--- config.mk ---
export PLATFORM = sky130hd
export DESIGN_NAME = pc_fetch_ctrl
export DESIGN_NICKNAME = d
export VERILOG_FILES = /design/src/rtl/pc_fetch_pkg.sv /design/src/rtl/ifid_reg.sv /design/src/rtl/pc_fetch_ctrl.sv
export SDC_FILE = /design/constraint.sdc
export NUM_CORES = 1
export LEC_CHECK = 0
export CORE_MARGIN = 3
export CORE_UTILIZATION = 35
export DETAILED_ROUTE_END_ITERATION = 12
export DONT_BUFFER_PORTS = 1
export HOLD_SLACK_MARGIN = 0.06
export PLACE_DENSITY = 0.54
export REMOVE_ABC_BUFFERS = 1
export SYNTH_ARGS = -nofsm -noshare
export SYNTH_HDL_FRONTEND = slang
export SYNTH_SLANG_ARGS = --single-unit
--- constraint.sdc ---
create_clock -name Clk -period 3.96 [get_ports Clk]
set_clock_uncertainty 0.2 [all_clocks]
set_input_delay 0.396 -clock Clk [delete_from_list [all_inputs] [get_ports Clk]]
set_output_delay 0.396 -clock Clk [all_outputs]
set_load 0.05 [all_outputs]
--- src/rtl/pc_fetch_pkg.sv ---
// Shared types and constants for the instruction fetch controller.
package pc_fetch_pkg;

    // Fetch FSM states.
    typedef enum logic [1:0] {
        StBoot,
        StFetch,
        StHold
    } fetchStateT;

    // Default first fetch address after reset.
    localparam logic [31:0] DefaultResetPc = 32'h0000_0000;

    // Instruction value held in IF/ID while it carries no real instruction.
    localparam logic [31:0] NopInstr = 32'h0000_0000;

endpackage

--- src/rtl/ifid_reg.sv ---
// IF/ID pipeline register: instruction, its PC, PC+4 and a valid flag.
// Clear wins over load; with neither asserted the contents hold.
module ifid_reg
    import pc_fetch_pkg::*;
(
    input  logic        Clk,
    input  logic        Rst_n,
    input  logic        load,
    input  logic        clear,
    input  logic [31:0] instrIn,
    input  logic [31:0] pcIn,
    output logic [31:0] instrOut,
    output logic [31:0] pcOut,
    output logic [31:0] pcPlus4Out,
    output logic        validOut
);

    // Capture a new instruction, drop validity, or hold.
    always_ff @(posedge Clk or negedge Rst_n) begin
        if (!Rst_n) begin
            instrOut   <= NopInstr;
            pcOut      <= 32'h0;
            pcPlus4Out <= 32'h0;
            validOut   <= 1'b0;
        end else if (clear) begin
            validOut <= 1'b0;
        end else if (load) begin
            instrOut   <= instrIn;
            pcOut      <= pcIn;
            pcPlus4Out <= pcIn + 32'd4;
            validOut   <= 1'b1;
        end
    end

endmodule

--- src/rtl/pc_fetch_ctrl.sv ---
// Instruction fetch controller: PC, fetch FSM, one-entry stall buffer
// and the IF/ID register. Taken branches redirect the PC and flush.
module pc_fetch_ctrl
    import pc_fetch_pkg::*;
#(
    parameter logic [31:0] RESET_PC = DefaultResetPc
) (
    input  logic        Clk,
    input  logic        Rst_n,
    input  logic [31:0] BranchTarget,
    input  logic        Branch,
    input  logic        AluZero,
    input  logic        Stall,
    output logic        FetchReq,
    output logic [31:0] FetchAddr,
    input  logic        FetchAck,
    input  logic [31:0] InstrIn,
    output logic [31:0] IfIdInstr,
    output logic [31:0] IfIdPc,
    output logic [31:0] IfIdPcPlus4,
    output logic        IfIdValid,
    output logic        Flush
);

    // PC stays word aligned even if the parameter is not.
    localparam logic [31:0] ResetPcAligned = RESET_PC & 32'hFFFF_FFFC;

    fetchStateT  state;
    logic [31:0] pc;
    logic [31:0] bufInstr;
    logic [31:0] bufPc;
    logic        bufValid;
    logic        flushQ;
    logic        fetchReqQ;

    logic        taken;
    logic        ifidLoad;
    logic        ifidClear;
    logic [31:0] ifidInstrIn;
    logic [31:0] ifidPcIn;

    // A taken branch is ignored while booting.
    assign taken = Branch & AluZero & (state != StBoot);

    assign FetchReq  = fetchReqQ;
    assign FetchAddr = pc;
    assign Flush     = flushQ;

    // IF/ID load/clear decode; the hold buffer feeds IF/ID on leaving HOLD.
    always_comb begin
        ifidLoad    = 1'b0;
        ifidClear   = 1'b0;
        ifidInstrIn = InstrIn;
        ifidPcIn    = pc;
        if (taken) begin
            ifidClear = 1'b1;
        end else begin
            case (state)
                StFetch: begin
                    if (FetchAck && !Stall) begin
                        ifidLoad = 1'b1;
                    end else if (!FetchAck && !Stall) begin
                        ifidClear = 1'b1;
                    end
                end
                StHold: begin
                    if (!Stall && bufValid) begin
                        ifidLoad    = 1'b1;
                        ifidInstrIn = bufInstr;
                        ifidPcIn    = bufPc;
                    end
                end
                default: ;
            endcase
        end
    end

    // Fetch FSM with PC, hold buffer and registered FetchReq/Flush.
    always_ff @(posedge Clk or negedge Rst_n) begin
        if (!Rst_n) begin
            state     <= StBoot;
            pc        <= ResetPcAligned;
            bufInstr  <= NopInstr;
            bufPc     <= 32'h0;
            bufValid  <= 1'b0;
            flushQ    <= 1'b0;
            fetchReqQ <= 1'b0;
        end else begin
            flushQ <= 1'b0;
            if (taken) begin
                pc        <= BranchTarget & 32'hFFFF_FFFC;
                bufValid  <= 1'b0;
                flushQ    <= 1'b1;
                state     <= StFetch;
                fetchReqQ <= 1'b1;
            end else begin
                case (state)
                    StBoot: begin
                        state     <= StFetch;
                        fetchReqQ <= 1'b1;
                    end
                    StFetch: begin
                        if (FetchAck) begin
                            pc <= pc + 32'd4;
                            if (Stall) begin
                                bufInstr  <= InstrIn;
                                bufPc     <= pc;
                                bufValid  <= 1'b1;
                                state     <= StHold;
                                fetchReqQ <= 1'b0;
                            end
                        end
                    end
                    StHold: begin
                        if (!Stall) begin
                            bufValid  <= 1'b0;
                            state     <= StFetch;
                            fetchReqQ <= 1'b1;
                        end
                    end
                    default: begin
                        state     <= StBoot;
                        fetchReqQ <= 1'b0;
                    end
                endcase
            end
        end
    end

    ifid_reg uIfId (
        .Clk        (Clk),
        .Rst_n      (Rst_n),
        .load       (ifidLoad),
        .clear      (ifidClear),
        .instrIn    (ifidInstrIn),
        .pcIn       (ifidPcIn),
        .instrOut   (IfIdInstr),
        .pcOut      (IfIdPc),
        .pcPlus4Out (IfIdPcPlus4),
        .validOut   (IfIdValid)
    );

endmodule

Word level (Yosys, flattened, before mapping)

Index checks and enable logic that the tools add are counted.

Add/subtract/negate cells: 2
Multipliers: 0
Divide/modulo/power cells: 0
Magnitude comparators: 0
Eq/ne operators: 5
Shifts and indexed selects: 0
Mux-type cells: 35
Bitwise gates (word level): 4
Reduce and logical (&&, ||, !) cells: 16

Operator list:

| operator              | count |
|---|---|
| $mux 32               | 9 |
| $add 32x3->32 const B | 2 |
| $mux 1                | 18 |
| $ne 3x3->1 const B    | 3 |
| $mux 2                | 4 |
| $reduce_and 4->1      | 2 |
| $reduce_bool 2->1     | 4 |
| $pmux 2 s3            | 1 |
| $pmux 1 s2            | 2 |
| $reduce_and 2->1      | 2 |
| $logic_and 1x1->1     | 3 |
| $pmux 1 s3            | 1 |
| $reduce_and 3->1      | 1 |
| $reduce_bool 3->1     | 1 |
| $and 1x1->1           | 2 |
| $eq 2x1->1 const B    | 1 |
| $eq 2x2->1 const B    | 1 |
| $logic_not 1->1       | 2 |
| $logic_not 2->1       | 1 |
| $not 1->1             | 2 |

Register bits: 198
Bits in latches: 0
RAM bits: 0
ROM bits: 0
Input bits: 70
Memories kept: 0

Longest topological paths before layout

Gate-level depths: netlist of the first run.

Depth after elaboration: 8
Mapped depth: 18
Mapped depth without buffers: 13

Cells and area by module

A second synthesis of the first run with hierarchy kept.

Cells, all modules: 952
Area, all modules: 9399.0 um^2

By module, submodules not included:

| module        | instances | cells each | area an instance (um^2) | sequential area each (um^2) |
|---|---|---|---|---|
| pc_fetch_ctrl | 1         | 485        | 5292.6                  | 2402.3 |
| ifid_reg      | 1         | 467        | 4106.4                  | 2377.3 |

Least setup slack after synthesis of the first run

Ideal clock, no wire load.

Path kind: reg2reg
Start: reg, netlist name FetchReq
End: reg uIfId.pcPlus4Out[16]
Setup time: 0.080 ns
Data arrival time: 3.529 ns
Slack: 0.151 ns
Cell stages (with the launch flop): 17
Cell sequence: dfrtp_1 -> inv_1 -> ha_1 -> nand3b_4 -> nor2_2 -> buf_4 -> buf_2 -> buf_2 -> nand2_1 -> nand2_1 -> ha_1 -> clkbuf_1 -> nand3_1 -> nor3_1 -> o22ai_2 -> or4_1 -> o211ai_2

RTL lines:

| what                   | RTL line       | RTL |
|---|---|---|
| end signal: assignment | ifid_reg.sv:30 | `pcPlus4Out <= pcIn + 32'd4;` |
| end: declaration       | ifid_reg.sv:14 | `output logic [31:0] pcPlus4Out,` |

Final worst setup path of the first run

Start: reg state[1]
End: reg uIfId.pcPlus4Out[16]

Elaborated cells on any way between the ends: 13
Those cells by class: add/sub (1); eq/ne (2); mux (6); bitwise (2); reduce/logical (2)

RTL lines:

| what                                            | RTL line                                 | RTL |
|---|---|---|
| start: declaration                              | pc_fetch_ctrl.sv:28                      | `fetchStateT state;` |
| start signal: assignment                        | pc_fetch_ctrl.sv:81                      | `state <= StBoot;` |
| start signal: assignment                        | pc_fetch_ctrl.sv:94                      | `state <= StFetch;` |
| start signal: assignment                        | pc_fetch_ctrl.sv:99                      | `state <= StFetch;` |
| $eq 2x2->1 or $reduce_bool 2->1 (tied branches) | pc_fetch_ctrl.sv:58, pc_fetch_ctrl.sv:43 |  |
| $mux 32 or $and 1x1->1 (tied branches)          | pc_fetch_ctrl.sv:58, pc_fetch_ctrl.sv:43 |  |
| $mux 32 *                                       | pc_fetch_ctrl.sv:55                      | `if (taken) begin` |
| via ifidPcIn[3]                                 | pc_fetch_ctrl.sv:40                      | `logic [31:0] ifidPcIn;` |
| $add 32x3->32 *                                 | ifid_reg.sv:30                           |  |

The timed path passes the listed nets; every way through them passes the cells marked *.
A chain may end at the register's enable or synchronous reset.

==> metrics, run 1 <==
outcome complete, but fails checks; violations in the final reports negative hold slack; gr usage total around a fifth; EDFF count, synth 0; hold-fix buffers at CTS 61; grt ovf 0; Pwr Density just over 900 nW/um^2; number of synthesized register bits 189; synth-to-layout area growth 15.8%; WP data arrival 3.59 ns; crit share post-route 86.6%; vias 8153; Pwr Total between 10 and 15 mW; r2r startpoint state[1]$_DFFE_PN0P_; Routed WL per cell 21.0 um; P_sw 5.71 mW; post-route ant nets 0; max_cap viols 0; drt first pass iters 5; minimum hold slack -0.562 ns; CTS buffer count 17; post-layout min period ~3.4 ns; Finish-stage setup viols 0; DRC errors left 0; Final HPWL DP 20.1 mm; CP Launch Type flip-flop; Max rail drop VDD 0.000381 V; Worst R2R End uIfId.pcPlus4Out[16]$_DFFE_PN0P_; placed cell areas 10200 sq um; commonest cells after routing, fill and taps aside dfrtp_1, nand2_1, nor2_1; asr flop ratio synth between 90% and 100%; DIE WIDTH ~170 um; io pins roughly 200; Synth Cell Area between 9000 and 10000 sq um; core area 27300 sq um; CP endpoint kind flip-flop; Worst Hold Class in2async; RSZ-0062 raised after global routing no; Multi-input gate area 4730 sq um; Via-to-Cell Ratio between 5 and 6; PortBufs 0; Yosys warning count 0; leakage 4.59 nW; worst-path maximum fanout 15; Finished Cell Area 11400 sq um; drt initial violations between 600 and 700; vias in the first global route 7888; clk slew on worst S/H paths approximately 0.090 ns; Seq/Total Area, Yosys 47.9%; gpl congestion 0.835; sequential group share of total power approximately 55%; share of cells above drive strength 1 14.0%; DIE HEIGHT about 170 um; final slew viol count 0; Logic pwr share 28.7%; Final Hold Viols between 150 and 200; Setup CP Type reg2reg; Int Pwr between 4 and 5 mW; H-tree Lvls 4; FF+latch area 4730 sq um; NumNets Final 1134; first-pass GRT wire length 47.6 mm; CTS tree built; clock network power share between 15 and 20%; WP data required a little over 4 ns; Yosys cell types 75; r2r setup slk about 0.53 ns; leading cell type in the layout, fill and taps excluded dfrtp_1; ys flop type dfrtp_1; largest net degree at the start of global routing between 150 and 200; Post-CTS Setup Bufs 0; Mapped Cells 1029; Die Footprint 30300 sq um; clock root buffer master clkbuf_16; # diodes 0; fill cell count roughly 2800; std cell rows 60; switching share of power a little over half; relative slew slack 44.7%; # clock sinks 189; Initial Utilization around 36%; WL final 30.3 mm; Tightest Pin Transition 0.829 ns; buffers from clock root to sink, at most 2; initial antenna violation count 0; setup_tns 0 ns; maximum operating frequency slightly below 300 MHz; r2r worst-path depth 14; Syn Area/Cell 9.59 sq um; Skew-Pair Late Insertion Delay 0.44 ns
worst max-delay path by stage:
stage,start,end,depth (start not counted)
global route,state[1]$_DFFE_PN0P_,uIfId.pcPlus4Out[16]$_DFFE_PN0P_,14
floorplan,FetchReq$_DFFE_PN0P_,uIfId.pcPlus4Out[22]$_DFFE_PN0P_,12
global placement,state[1]$_DFFE_PN0P_,uIfId.pcPlus4Out[16]$_DFFE_PN0P_,14
finish,state[1]$_DFFE_PN0P_,uIfId.pcPlus4Out[16]$_DFFE_PN0P_,14
detailed placement,state[1]$_DFFE_PN0P_,uIfId.pcPlus4Out[16]$_DFFE_PN0P_,14
CTS,state[1]$_DFFE_PN0P_,uIfId.pcPlus4Out[16]$_DFFE_PN0P_,14
power by group through the flow:
stage                     Clock [mW]  Combinational (mW)  Sequential [mW]
after floorplan                    0                2.10             5.70
after global placement             0                2.94             5.88
final                           1.79                3.06             5.83
after CTS                       1.83                3.06             5.86
after global routing            1.91                3.39             6.00
after detailed placement           0                2.99             5.91
what timing repair did:
action / 4_1_cts / 5_1_grt
resized for setup: 0 / 0
endpoints found under the hold margin: 282 / 189
setup endpoints to repair: 0 / 0
synthesized netlist by cell type (all sizes together) (17+ instances only):
cell type	number	area share [%]
buf	63	3.4
a21oi	52	2.6
o22ai	18	1.2
a31oi	41	2.6
nand3	46	2.3
clkbuf	23	0.87
nand4	30	2.1
mux2	68	7.8
nor2	74	2.8
dfrtp	189	48
nor3	17	0.96
nand2	162	6.2
o21ai	55	2.8
final cells by class:
type / count / share of cell area, %
Multi-Input combinational cell: 753 / 41.4
Sequential cell: 189 / 41.4
Timing Repair Buffer: 91 / 7.53
Tap cell: 372 / 4.07
Clock buffer: 17 / 3.72
Clock inverter: 15 / 1.69
Inverter: 6 / 0.197
through the flow:
| step | hold WS [ns] | worst slack (ns) | cells | utilization (%) |
|---|---|---|---|---|
| floorplan | -0.0996 | -3.80 | 948 | - |
| global placement | -0.0954 | 0.645 | 1350 | 37.3 |
| detailed placement | -0.0953 | 0.545 | 1350 | 37.3 |
| CTS | -0.581 | 0.534 | 1443 | 41.8 |
| global route | -0.590 | 0.262 | 1443 | 41.8 |
| finish | -0.562 | 0.531 | 1443 | 41.8 |
cell families after synthesis:
group                      share of synthesized area (%)
and+or+nand+nor                                     19.3
AOI/OAI and AO/OA                                   17.4
DFF                                                 47.9
buffers and inverters                               4.55
muxes                                               9.08
xor gates and xnor gates                           0.976
adders and majority gates                          0.761
other                                             0.0380
per-layer routing:
layer / wire length [um] / track usage (%) / part of all wire, % / vias up
li1: - / - / - / 3844
met1: 14100 / 27.8 / 46 / 4004
met2: 13500 / 30.0 / 45 / 279
met3: 2310 / 5.74 / 7.6 / 26
met4: 456 / 5.06 / 1.5 / 0
met5: 0 / 0 / 0 / -
flip-flops by register name, summed over array words and instances, names as in the netlist:
signal,cells
FetchReq,1
bufValid,1
uIfId.instrOut,32
bufInstr,32
Flush,1
uIfId.pcPlus4Out,30
bufPc,30
FetchAddr,30
uIfId.pcOut,30
state,1
uIfId.validOut,1
critical path, stage by stage, from the launching register on:
cell and delay (ns):
dfrtp_1 0.43, inv_1 0.12, ha_1 0.22, nand3b_1 0.21, buf_4 0.22, nand2_2 0.09
nand2_1 0.07, nand2_1 0.11, ha_1 0.36, nand3_1 0.12, nor3_1 0.24, o22ai_2 0.11
buf_4 0.22, or4_1 0.53, o211ai_2 0.09
Power figures use the tool's default switching activity.
==> run 2: changes to the inputs <==
Settings changed: CELL_PAD_IN_SITES_DETAIL_PLACEMENT from default to 1, CELL_PAD_IN_SITES_GLOBAL_PLACEMENT from default to 1, PLACE_DENSITY 0.54 to 0.66.
==> metrics, run 2 (synthesis results as in run 1) <==
outcome complete, but fails checks; violations in the final reports negative hold slack; minimum hold slack -0.558 ns; Skew-Pair Late Insertion Delay 0.44 ns; CTS tree built; Setup CP Type reg2reg; Worst R2R End uIfId.pcPlus4Out[16]$_DFFE_PN0P_; pre-CTS setup slack 0.320 ns; DIE HEIGHT 174 um; share of cells above drive strength 1 13.9%; biggest regs bufInstr (32), uIfId.instrOut (32); Die Footprint 30300 sq um; drt initial violations 470; Via-to-Cell Ratio 5.78; leading cell type in the layout, fill and taps excluded dfrtp_1; CP Launch Type flip-flop; Post-CTS Setup Bufs 0; leakage approximately 4.6 nW; largest net degree at the start of global routing 190; worst-path maximum fanout 15; vias in the first global route 8687; Non-Filler Instances 1440; Final Hold Viols 189; r2r startpoint state[1]$_DFFE_PN0P_; r2r worst-path depth 13; Pwr Density ~940 nW/um^2; post_cts resized 0; synth-to-layout area growth 15.1%; vias 8324; first-pass GRT wire length 51.1 mm; WP data required 4.12 ns; maximum operating frequency 277 MHz; final worst slack 0.356 ns; Pwr Total approximately 11 mW; std cell rows 60; io pins 201; drt first pass iters 5; relative slew slack 41.4%; gpl congestion 0.814; setup_tns 0 ns; placed cells approximately 1300; WP data arrival 3.76 ns; Final HPWL DP 21.1 mm; Tightest Pin Transition 0.879 ns; post-layout min period roughly 3.6 ns; final slew viol count 0; gr usage total 21.1%; CTS buffer count 17; hold-fix buffers at CTS 59; grt ovf 0; Max rail drop VDD 0.000511 V; core area 27300 sq um; Initial Utilization between 30% and 40%; commonest cells after routing, fill and taps aside dfrtp_1, nand2_1, nor2_1; FF+latch area around 4700 sq um; fill cell count just over 3000; Finish-stage setup viols 0; r2r setup slk 0.36 ns; RSZ-0062 raised after global routing no; WL final 32.2 mm; post-route ant nets 0; Worst Hold Class in2async; Routed WL per cell about 22 um; initial antenna violation count 2; crit share post-route 91.0%; DIE WIDTH 174 um; # clock sinks 189; buffers from clock root to sink, at most 2; PortBufs 0; max_cap viols 0; H-tree Lvls 4; CP endpoint kind flip-flop; DRC errors left 0; clk slew on worst S/H paths 0.08 ns; NumNets Final 1130; Multi-input gate area 4730 sq um; clock root buffer master clkbuf_16
-- run 2: how the worst max path moves through the flow --
| stage | depth (start not counted) | slack (ns) | start | to |
|---|---|---|---|---|
| after floorplan | 12 | -3.80 | FetchReq$_DFFE_PN0P_ | uIfId.pcPlus4Out[22]$_DFFE_PN0P_ |
| after global placement | 9 | 0.48 | state[1]$_DFFE_PN0P_ | uIfId.pcPlus4Out[23]$_DFFE_PN0P_ |
| after detailed placement | 9 | 0.32 | state[1]$_DFFE_PN0P_ | uIfId.pcPlus4Out[23]$_DFFE_PN0P_ |
| after CTS | 9 | 0.30 | state[1]$_DFFE_PN0P_ | uIfId.pcPlus4Out[23]$_DFFE_PN0P_ |
| after global routing | 13 | 0.11 | state[1]$_DFFE_PN0P_ | uIfId.pcPlus4Out[16]$_DFFE_PN0P_ |
| final | 13 | 0.36 | state[1]$_DFFE_PN0P_ | uIfId.pcPlus4Out[16]$_DFFE_PN0P_ |
-- run 2: area by class of cell --
| cell class | instances | share of cell area, % |
|---|---|---|
| inverters | 6 | 0.198 |
| diodes | 1 | 0.0220 |
| repair buffers | 87 | 7.27 |
| multi-input cells | 753 | 41.7 |
| clock inverters | 15 | 1.34 |
| flip-flops and latches | 189 | 41.6 |
| well taps | 372 | 4.10 |
| clock buffers | 17 | 3.75 |
-- run 2: per-stage QoR --
| step | utilization [%] | cell area [sq um] | hold WS (ns) |
|---|---|---|---|
| floorplan | - | 9460 | -0.0996 |
| global placement | 37.3 | 10200 | -0.0952 |
| detailed placement | 37.3 | 10200 | -0.0953 |
| CTS | 41.6 | 11400 | -0.574 |
| global route | 41.6 | 11400 | -0.587 |
| finish | 41.6 | 11400 | -0.558 |
-- run 2: power by group --
part | switching, mW | internal [mW]
Combinational | 1.83 | 1.27
Sequential | 3.02 | 2.83
Clock | 0.878 | 0.841
-- run 2: worst max-delay path, stage by stage (launching register included) --
cell and delay (ns):
dfrtp_1 0.45, inv_1 0.12, ha_1 0.24, nand3b_1 0.29
inv_1 0.24, nor2_4 0.08, mux2_2 0.24, ha_1 0.36
nand3_1 0.12, nor3_1 0.26, o22ai_2 0.11, buf_4 0.21
or4_1 0.53, o211ai_2 0.08
-- run 2: layer usage --
layer / vias to the layer above / track usage, % / part of all wire [%]
met5: - / 0 / 0.022
li1: 3804 / - / -
met2: 263 / 34.3 / 47
met1: 4223 / 27.7 / 44
met3: 32 / 6.25 / 7.3
met4: 2 / 5.50 / 1.4
